--- src/rtl/mem_cmd_responder_pkg.sv ---
// -----------------------------------------------------------------------------
// mem_cmd_responder_pkg
// Shared definitions for the memory-side command responder:
//   - MEM_CMD_WIDTH : width of a MemoryCommand word on the command FIFO
//   - mem_cmd_t     : MemoryCommand layout {address, length, read_not_write}
//   - state_t       : responder FSM encodings (IDLE, WRITE, READ)
// -----------------------------------------------------------------------------
package mem_cmd_responder_pkg;

    localparam int MEM_CMD_WIDTH = 65;

    typedef struct packed {
        logic [31:0] address;         // word address, truncated by the responder
        logic [31:0] length;          // transfer length in words
        logic        read_not_write;  // 1 = read, 0 = write
    } mem_cmd_t;

    typedef enum logic [1:0] {
        ST_IDLE  = 2'd0,
        ST_WRITE = 2'd1,
        ST_READ  = 2'd2
    } state_t;

endpackage : mem_cmd_responder_pkg

--- src/rtl/mem_resp_return_buf.sv ---
// -----------------------------------------------------------------------------
// mem_resp_return_buf
// Synchronous first-word-fall-through FIFO used as the read return buffer.
// The head word is presented on o_data whenever o_valid is high; i_pop on an
// empty buffer is ignored. Pushing into a full buffer without a simultaneous
// pop is illegal and flagged by an assertion (the caller's credit scheme must
// prevent it).
//
// Ports:
//   clk, reset   : clock, asynchronous active-high reset
//   i_push       : write i_push_data at the tail
//   i_push_data  : data to store
//   i_pop        : consume the head word (ignored when empty)
//   o_valid      : buffer not empty
//   o_data       : head word (0 when empty)
//   o_count      : number of stored words
// -----------------------------------------------------------------------------
module mem_resp_return_buf #(
    parameter  int WIDTH = 32,
    parameter  int DEPTH = 4,
    localparam int PTR_W = $clog2(DEPTH),
    localparam int CNT_W = $clog2(DEPTH + 1)
) (
    input  logic             clk,
    input  logic             reset,
    input  logic             i_push,
    input  logic [WIDTH-1:0] i_push_data,
    input  logic             i_pop,
    output logic             o_valid,
    output logic [WIDTH-1:0] o_data,
    output logic [CNT_W-1:0] o_count
);

    logic [WIDTH-1:0] r_mem [DEPTH];
    logic [PTR_W-1:0] r_wr_ptr;
    logic [PTR_W-1:0] r_rd_ptr;
    logic [CNT_W-1:0] r_count;
    logic             w_do_pop;

    assign w_do_pop = i_pop && (r_count != '0);

    // NOTE: sequential state uses non-blocking assignments so every register
    // samples pre-edge values, independent of process ordering.
    always_ff @(posedge clk or posedge reset) begin
        if (reset) begin
            r_wr_ptr <= '0;
            r_rd_ptr <= '0;
            r_count  <= '0;
        end else begin
            if (i_push) begin
                r_wr_ptr <= r_wr_ptr + PTR_W'(1);
            end
            if (w_do_pop) begin
                r_rd_ptr <= r_rd_ptr + PTR_W'(1);
            end
            // Simultaneous push and pop leaves the count unchanged.
            case ({i_push, w_do_pop})
                2'b10:   r_count <= r_count + CNT_W'(1);
                2'b01:   r_count <= r_count - CNT_W'(1);
                default: r_count <= r_count;
            endcase
        end
    end

    // NOTE: storage is deliberately not reset; the pointers and count define
    // which entries are meaningful, and a reset-free array maps onto RAM cells.
    always_ff @(posedge clk) begin
        if (i_push) begin
            r_mem[r_wr_ptr] <= i_push_data;
        end
    end

    assign o_valid = (r_count != '0);
    assign o_data  = o_valid ? r_mem[r_rd_ptr] : '0;
    assign o_count = r_count;

    overflow_check : assert property (@(posedge clk) disable iff (reset)
        !(i_push && !w_do_pop && (r_count == CNT_W'(DEPTH))));

endmodule : mem_resp_return_buf

--- src/rtl/mem_cmd_responder.sv ---
// -----------------------------------------------------------------------------
// mem_cmd_responder
// Memory-side endpoint of the arbiter command protocol. Executes MemoryCommand
// words against a single-port synchronous SRAM: write commands sink words from
// the write FIFO into the SRAM, read commands issue SRAM reads and return the
// data through a credit-controlled FWFT return buffer.
//
// Optional feature: define MEM_CMD_RESPONDER_STATS_EN to add the wrapping
// 32-bit counters stat_cmds, stat_wr_words and stat_rd_words.
//
// Ports:
//   clk, reset                   : memory clock, async active-high reset
//   cmd_ready/enable/data        : command handshake (65-bit MemoryCommand)
//   write_ready/enable/data      : write-word handshake
//   read_ready/enable/data       : read-word handshake (responder is source)
//   mem_addr, mem_wr_en,
//   mem_wr_data, mem_rd_en,
//   mem_rd_data                  : SRAM interface
//   busy                         : not IDLE, or reads in flight / buffered
//   stat_*                       : statistics (MEM_CMD_RESPONDER_STATS_EN only)
// -----------------------------------------------------------------------------
module mem_cmd_responder
    import mem_cmd_responder_pkg::*;
#(
    parameter int MEM_WIDTH    = 32,
    parameter int ADDR_WIDTH   = 18,
    parameter int READ_LATENCY = 2,   // >= 1
    parameter int RD_BUF_DEPTH = 4    // power of 2, >= READ_LATENCY + 1
) (
`ifdef MEM_CMD_RESPONDER_STATS_EN
    output logic [31:0]            stat_cmds,
    output logic [31:0]            stat_wr_words,
    output logic [31:0]            stat_rd_words,
`endif
    input  logic                     clk,
    input  logic                     reset,
    output logic                     cmd_ready,
    input  logic                     cmd_enable,
    input  logic [MEM_CMD_WIDTH-1:0] cmd_data,
    output logic                     write_ready,
    input  logic                     write_enable,
    input  logic [MEM_WIDTH-1:0]     write_data,
    input  logic                     read_ready,
    output logic                     read_enable,
    output logic [MEM_WIDTH-1:0]     read_data,
    output logic [ADDR_WIDTH-1:0]    mem_addr,
    output logic                     mem_wr_en,
    output logic [MEM_WIDTH-1:0]     mem_wr_data,
    output logic                     mem_rd_en,
    input  logic [MEM_WIDTH-1:0]     mem_rd_data,
    output logic                     busy
);

    localparam int CNT_W = $clog2(RD_BUF_DEPTH + 1);

    state_t                  r_state;
    state_t                  w_next_state;
    mem_cmd_t                w_cmd;
    logic [ADDR_WIDTH-1:0]   r_addr;       // next address to write/read
    logic [ADDR_WIDTH-1:0]   r_wr_addr;    // address of the registered write strobe
    logic [31:0]             r_remaining;
    logic                    r_mem_wr_en;
    logic [MEM_WIDTH-1:0]    r_mem_wr_data;
    logic [READ_LATENCY-1:0] r_rd_pipe;    // one tag per read in flight
    logic [CNT_W-1:0]        w_inflight;
    logic [CNT_W-1:0]        w_buf_count;
    logic [CNT_W-1:0]        w_used;
    logic                    w_credit_ok;
    logic                    w_cmd_hs;
    logic                    w_wr_hs;
    logic                    w_rd_issue;
    logic                    w_ret_push;
    logic                    w_unused_addr_bits;

    assign w_cmd = cmd_data;
    // Upper command address bits are dropped by design.
    assign w_unused_addr_bits = ^w_cmd.address[31:ADDR_WIDTH];

    assign w_cmd_hs   = cmd_enable && cmd_ready;
    assign w_wr_hs    = write_enable && write_ready;
    assign w_rd_issue = mem_rd_en;
    assign w_ret_push = r_rd_pipe[READ_LATENCY-1];

    // NOTE: every combinational output gets a default before the case so no
    // path leaves it unassigned (which would infer a latch); blocking '=' is
    // correct here because later statements must see earlier results.
    always_comb begin
        w_inflight = '0;
        for (int i = 0; i < READ_LATENCY; i++) begin
            w_inflight = w_inflight + CNT_W'(r_rd_pipe[i]);
        end
    end

    // Credit uses only registered counts, so a pop frees credit one cycle later.
    assign w_used      = w_inflight + w_buf_count;
    assign w_credit_ok = (w_used < CNT_W'(RD_BUF_DEPTH));

    always_ff @(posedge clk or posedge reset) begin
        if (reset) begin
            r_state <= ST_IDLE;
        end else begin
            r_state <= w_next_state;
        end
    end

    always_comb begin
        w_next_state = r_state;
        cmd_ready    = 1'b0;
        write_ready  = 1'b0;
        mem_rd_en    = 1'b0;
        unique case (r_state)
            ST_IDLE: begin
                cmd_ready = !reset;
                if (cmd_enable && !reset && (w_cmd.length != 32'd0)) begin
                    w_next_state = w_cmd.read_not_write ? ST_READ : ST_WRITE;
                end
            end
            ST_WRITE: begin
                write_ready = 1'b1;
                if (write_enable && (r_remaining == 32'd1)) begin
                    w_next_state = ST_IDLE;
                end
            end
            ST_READ: begin
                mem_rd_en = w_credit_ok;
                if (w_credit_ok && (r_remaining == 32'd1)) begin
                    w_next_state = ST_IDLE;
                end
            end
            default: w_next_state = ST_IDLE;
        endcase
    end

    always_ff @(posedge clk or posedge reset) begin
        if (reset) begin
            r_addr        <= '0;
            r_wr_addr     <= '0;
            r_remaining   <= '0;
            r_mem_wr_en   <= 1'b0;
            r_mem_wr_data <= '0;
            r_rd_pipe     <= '0;
        end else begin
            r_mem_wr_en <= w_wr_hs;
            r_rd_pipe   <= (r_rd_pipe << 1) | READ_LATENCY'(w_rd_issue);
            if (w_cmd_hs) begin
                r_addr      <= w_cmd.address[ADDR_WIDTH-1:0];
                r_remaining <= w_cmd.length;
            end else if (w_wr_hs) begin
                r_wr_addr     <= r_addr;
                r_mem_wr_data <= write_data;
                r_addr        <= r_addr + ADDR_WIDTH'(1);
                r_remaining   <= r_remaining - 32'd1;
            end else if (w_rd_issue) begin
                r_addr      <= r_addr + ADDR_WIDTH'(1);
                r_remaining <= r_remaining - 32'd1;
            end
        end
    end

    // The registered write strobe fires in the cycle after the last write
    // handshake, when the FSM is IDLE, so it never overlaps READ addressing.
    assign mem_addr    = (r_state == ST_READ) ? r_addr : r_wr_addr;
    assign mem_wr_en   = r_mem_wr_en;
    assign mem_wr_data = r_mem_wr_data;

    mem_resp_return_buf #(
        .WIDTH (MEM_WIDTH),
        .DEPTH (RD_BUF_DEPTH)
    ) u_return_buf (
        .clk         (clk),
        .reset       (reset),
        .i_push      (w_ret_push),
        .i_push_data (mem_rd_data),
        .i_pop       (read_ready),
        .o_valid     (read_enable),
        .o_data      (read_data),
        .o_count     (w_buf_count)
    );

    assign busy = (r_state != ST_IDLE) || (r_rd_pipe != '0) || (w_buf_count != '0);

`ifdef MEM_CMD_RESPONDER_STATS_EN
    always_ff @(posedge clk or posedge reset) begin
        if (reset) begin
            stat_cmds     <= '0;
            stat_wr_words <= '0;
            stat_rd_words <= '0;
        end else begin
            if (w_cmd_hs) begin
                stat_cmds <= stat_cmds + 32'd1;
            end
            if (w_wr_hs) begin
                stat_wr_words <= stat_wr_words + 32'd1;
            end
            if (read_enable && read_ready) begin
                stat_rd_words <= stat_rd_words + 32'd1;
            end
        end
    end
`endif

endmodule : mem_cmd_responder

--- config.mk ---
export PLATFORM = sky130hd
export DESIGN_NAME = mem_cmd_responder
export DESIGN_NICKNAME = d
export VERILOG_FILES = /design/src/rtl/mem_cmd_responder_pkg.sv /design/src/rtl/mem_resp_return_buf.sv /design/src/rtl/mem_cmd_responder.sv
export SDC_FILE = /design/constraint.sdc
export NUM_CORES = 1
export LEC_CHECK = 0
export BUFFER_PORTS_ARGS = -buffer_cell sky130_fd_sc_hd__buf_2
export CORE_MARGIN = 8
export CORE_UTILIZATION = 49
export CTS_CLUSTER_SIZE = 12
export DETAILED_ROUTE_END_ITERATION = 10
export PLACE_DENSITY_LB_ADDON = 0.2
export SLEW_MARGIN = 20
export SYNTH_ARGS = -nofsm -noshare
export SYNTH_HDL_FRONTEND = slang
export SYNTH_SLANG_ARGS = --single-unit
--- constraint.sdc ---
create_clock -name clk -period 6.45 [get_ports clk]
set_input_delay 0.3225 -clock clk [delete_from_list [all_inputs] [get_ports clk]]
set_output_delay 0.3225 -clock clk [all_outputs]
set_load 0.05 [all_outputs]
==> results.md <==
Outcome:
- The run finished with clean final reports.

Placed design:
- The port buffer count is 207.
- Detailed placement finished with a half-perimeter wire length of 16.38 mm.
- At the end of routability-driven placement, the weighted congestion stood at 0.8023.

Drt:
- The count of nets left with antenna violations once routing finished came out at 0.
- The number of remaining DRC errors is 0.
- The first detailed-routing pass took 5 iterations.
- Wires add up to 24.10 mm.
- The detailed-route wire length per cell is 18.80 um.
- Detailed routing inserted a total of 7040 vias.
- The count of routing violations after the opening detailed-route iteration is 411.
- In the routed layout, each cell is associated on average with a via count of 5.491.

Synth:
- After synthesis, the most frequently instantiated cells are 128 x edfxtp_1, 112 x dfrtp_1, 90 x nand2_1.
- The number of nets in the synthesized netlist is 928.
- Among all flip-flop cells after synthesis, the most frequent one is edfxtp_1.
- The register bit total from synthesis is 240.
- The proportion of netlist area held by the largest area contributor is 0.3632.
- Counting every instance in the synthesized netlist gives 784.
- By area the synthesized netlist is led by edfxtp_1 36%, dfrtp_1 26%, mux4_2 6.8%.
- Counting flops with a built-in enable in the synthesized netlist gives 128.
- In this run, distinct cell masters in the synthesized netlist total 51.
- The average instance in the mapped netlist occupies 13.50 sq um.
- The count of warnings emitted by yosys is 0.
- For this run, the register share of the synthesized area comes to 0.6280.
- Of all cell types, the one taking the most synthesized area is edfxtp_1.
- The mapped netlist covers 10580 sq um.
- The fraction of synthesis flops using an asynchronous set or reset pin is 0.4667.
- The leading cell type by number of instances after synthesis is edfxtp_1.

Hold path:
- The path class of the tightest hold or removal check is input port to flip-flop.
- The startpoint of the most critical hold path is cmd_data[0].
- The end point of the worst hold path is r_state[0]$_DFFE_PP0P_.
- Along the worst hold path, the cell count comes to 2.

Clocking:
- The number of instances resized during post-cts repair is 0.
- The tree is rooted in a clkbuf_16.
- In this run the number of H-tree levels came out at 1.
- Clock-pin slew was measured on the worst setup and hold paths at 0.06 ns.
- The longest clock path from root to sink contains 3 buffers.
- The later pin in the worst-skew pair is clocked with a latency of roughly 0.52 ns.
- The TritonCTS buffer count is 27.
- The TritonCTS clock tree is yes.
- For this design, the sink count on the clock tree is 240.

Power and ir drop:
- The switching portion of total power is 0.4405.
- The part of the power in combinational logic is 0.452.
- The share of total power dissipated in sequential elements is 0.343.
- Power comes to 7.029 mW.
- The internal power is 3.933 mW.
- VDD sags by at most around 480 uV.
- The total power density per cell area is 550.8 nW/um^2.
- The share of total power dissipated in the clock network is 0.205.
- The total net switching power is 3.096 mW.
- For this design the static power due to leakage is 5.093 nW.

Timing:
- The total count of max-transition violations in the final report is 0.
- Static timing analysis puts the maximum clock frequency at 295.2 MHz.
- For the pin with the worst max-slew slack, the measured transition is 1.013 ns.
- The count of endpoints failing hold in the final timing report is 0.
- On the final layout, the worst hold slack is 0.01563 ns.
- Setup repair after global routing left no endpoint under its margin.
- The tightest slew margin relative to the limit is 0.3202.
- Setup total negative slack on the finished layout was measured at 0 ns.
- The total setup violations reported at the end of the flow is 0.
- The final period utilization is 0.5253.
- Between clock sinks in the finished design, the worst skew comes to 0.01409 ns.
- The minimum period implied by the final worst setup slack is between 3 and 4 ns.

Floorplanning:
- The placement row count is 53.
- roughly 220 I/O pins were placed.
- In this run the standard cell core region covers 21090 sq um.
- The die boundary width is around 160 um.
- The area of the die is ~27000 sq um.
- The chip height is 163.0 um.
- The initial cell density of the core is 0.5018.

Setup path:
- STA classifies the critical path endpoint as a flip-flop.
- The largest driver fanout on the critical path is 24.
- The arrival time at the worst endpoint is 3.79 ns.
- The type of the worst setup path is flip-flop to flip-flop.
- The setup check on the worst reg-to-reg path leaves a slack of 3.06 ns.
- The launch point of the worst reg-to-reg path is r_state[0]$_DFFE_PP0P_.
- Measured in cells, the most critical reg-to-reg path has a length of 5.
- STA classifies the critical path startpoint as a flip-flop.
- The required time of the worst setup path is 6.85 ns.
- The capturing point of the worst reg2reg path is r_remaining[19]$_DFFE_PP0P_.
- Tracing the worst setup path back leads to its startpoint at r_state[0]$_DFFE_PP0P_.

Cells and area:
- The final core utilization is 0.6051.
- The final layout contains ~1100 nets.
- The area overhead of the layout relative to synthesis is 20.58%.
- The antenna cell count is 0.
- The layout has 1749 filler cells.
- Of the cells placed in the final design, the portion with a size suffix greater than 1 is 0.3525.

Global route:
- The overall routing resource usage is 0.1786.
- The via count of the first global-routing pass was 7197.
- The first-pass GRT wire length is 38.30 mm.
- The initial antenna violation count is 0.
- Entering global routing, the biggest net connects 63 pins.
- For this run the aggregate overflow at the end of global routing stands at 0.

Run:
- Max-cap violations in this run came to 0.
-- power by group through the flow --
stage / Sequential (mW) / Clock (mW) / Combinational (mW)
final: 2.41 / 1.44 / 3.17
after global routing: 2.47 / 1.55 / 3.40
after CTS: 2.41 / 1.48 / 3.23
after detailed placement: 2.43 / 0 / 3.22
after global placement: 2.42 / 0 / 3.18
after floorplan: 2.66 / 0 / 2.20
-- metrics by stage --
| stage | instance area, sq um | std cells | setup WS, ns |
|---|---|---|---|
| floorplan | 10580 | 784 | 3.168 |
| finish | 12760 | 1282 | 3.062 |
| global route | 12760 | 1282 | 2.772 |
| detailed placement | 11870 | 1228 | 2.977 |
| CTS | 12740 | 1280 | 2.961 |
| global placement | 11870 | 1228 | 3.036 |
-- worst max-delay path: stages (launching register included) --
cell and delay (ns):
dfrtp_1 0.47, nand2b_1 0.75, o31a_1 0.67, nand2_1 0.61, mux2_2 0.45, a221o_1 0.30
-- cell usage in the layout (no fill, tap or decap), types with 19 or more instances in the layout --
cell type    n
buf_2      207
edfxtp_1   128
dfrtp_1    111
nand2_1     90
mux2_2      53
and2_1      38
nor2_1      32
mux4_2      32
clkbuf_16   27
o21ai_0     21
or3_1       19
-- metal layers --
layer	up-vias	GRT usage	wire length, um
met2	206	0.3027	11920
met3	23	0.03286	1577
met4	0	0.03545	306
met1	3448	0.2370	10300
met5	-	0	0
li1	3363	-	-
-- worst max-delay path by stage --
stage	cells past startpoint	slack, ns	endpoint
6_report	5	3.06	r_remaining[19]$_DFFE_PP0P_
5_1_grt	5	2.77	r_remaining[20]$_DFFE_PP0P_
3_3_place_gp	5	3.04	r_remaining[20]$_DFFE_PP0P_
3_5_place_dp	5	2.98	r_remaining[19]$_DFFE_PP0P_
2_1_floorplan	1	3.17	mem_wr_data[0]$_DFFE_PP0P_
4_1_cts	5	2.96	r_remaining[19]$_DFFE_PP0P_
-- registers in the layout (all words and copies together), names as in the netlist --
signal and count:
u_return_buf.r_mem 128, mem_wr_data 32, r_remaining 32, r_addr 18
r_wr_addr 18, u_return_buf.o_count 3, r_rd_pipe 2, r_state 2
u_return_buf.r_rd_ptr 2, u_return_buf.r_wr_ptr 2, mem_wr_en 1
-- cells by family after synthesis --
group | after synthesis | share of synthesized area
XOR/XNOR | 22 | 0.01821
AO/OA/AOI/OAI | 104 | 0.06751
buffers and inverters | 65 | 0.02329
adder cells (fa/ha/maj) | 10 | 0.01253
AND/OR/NAND/NOR | 254 | 0.1217
flip-flops | 240 | 0.6280
multiplexers | 89 | 0.1288
-- final cells by class --
class | count | area [sq um] | area share
sequential | 240 | 6648 | 0.5209
timing repair buffer | 225 | 1184 | 0.09275
clock inverter | 14 | 125.1 | 0.009805
clock buffer | 35 | 715.7 | 0.05608
inverter | 14 | 55.05 | 0.004314
multi-input combinational | 479 | 3690 | 0.2891
tap | 275 | 344.1 | 0.02696
-- what timing repair did --
item	CTS	global route
buffers inserted	0	0
hold buffers	3	2
hold endpoints to repair	52	8
Power figures use the tool's default switching activity.
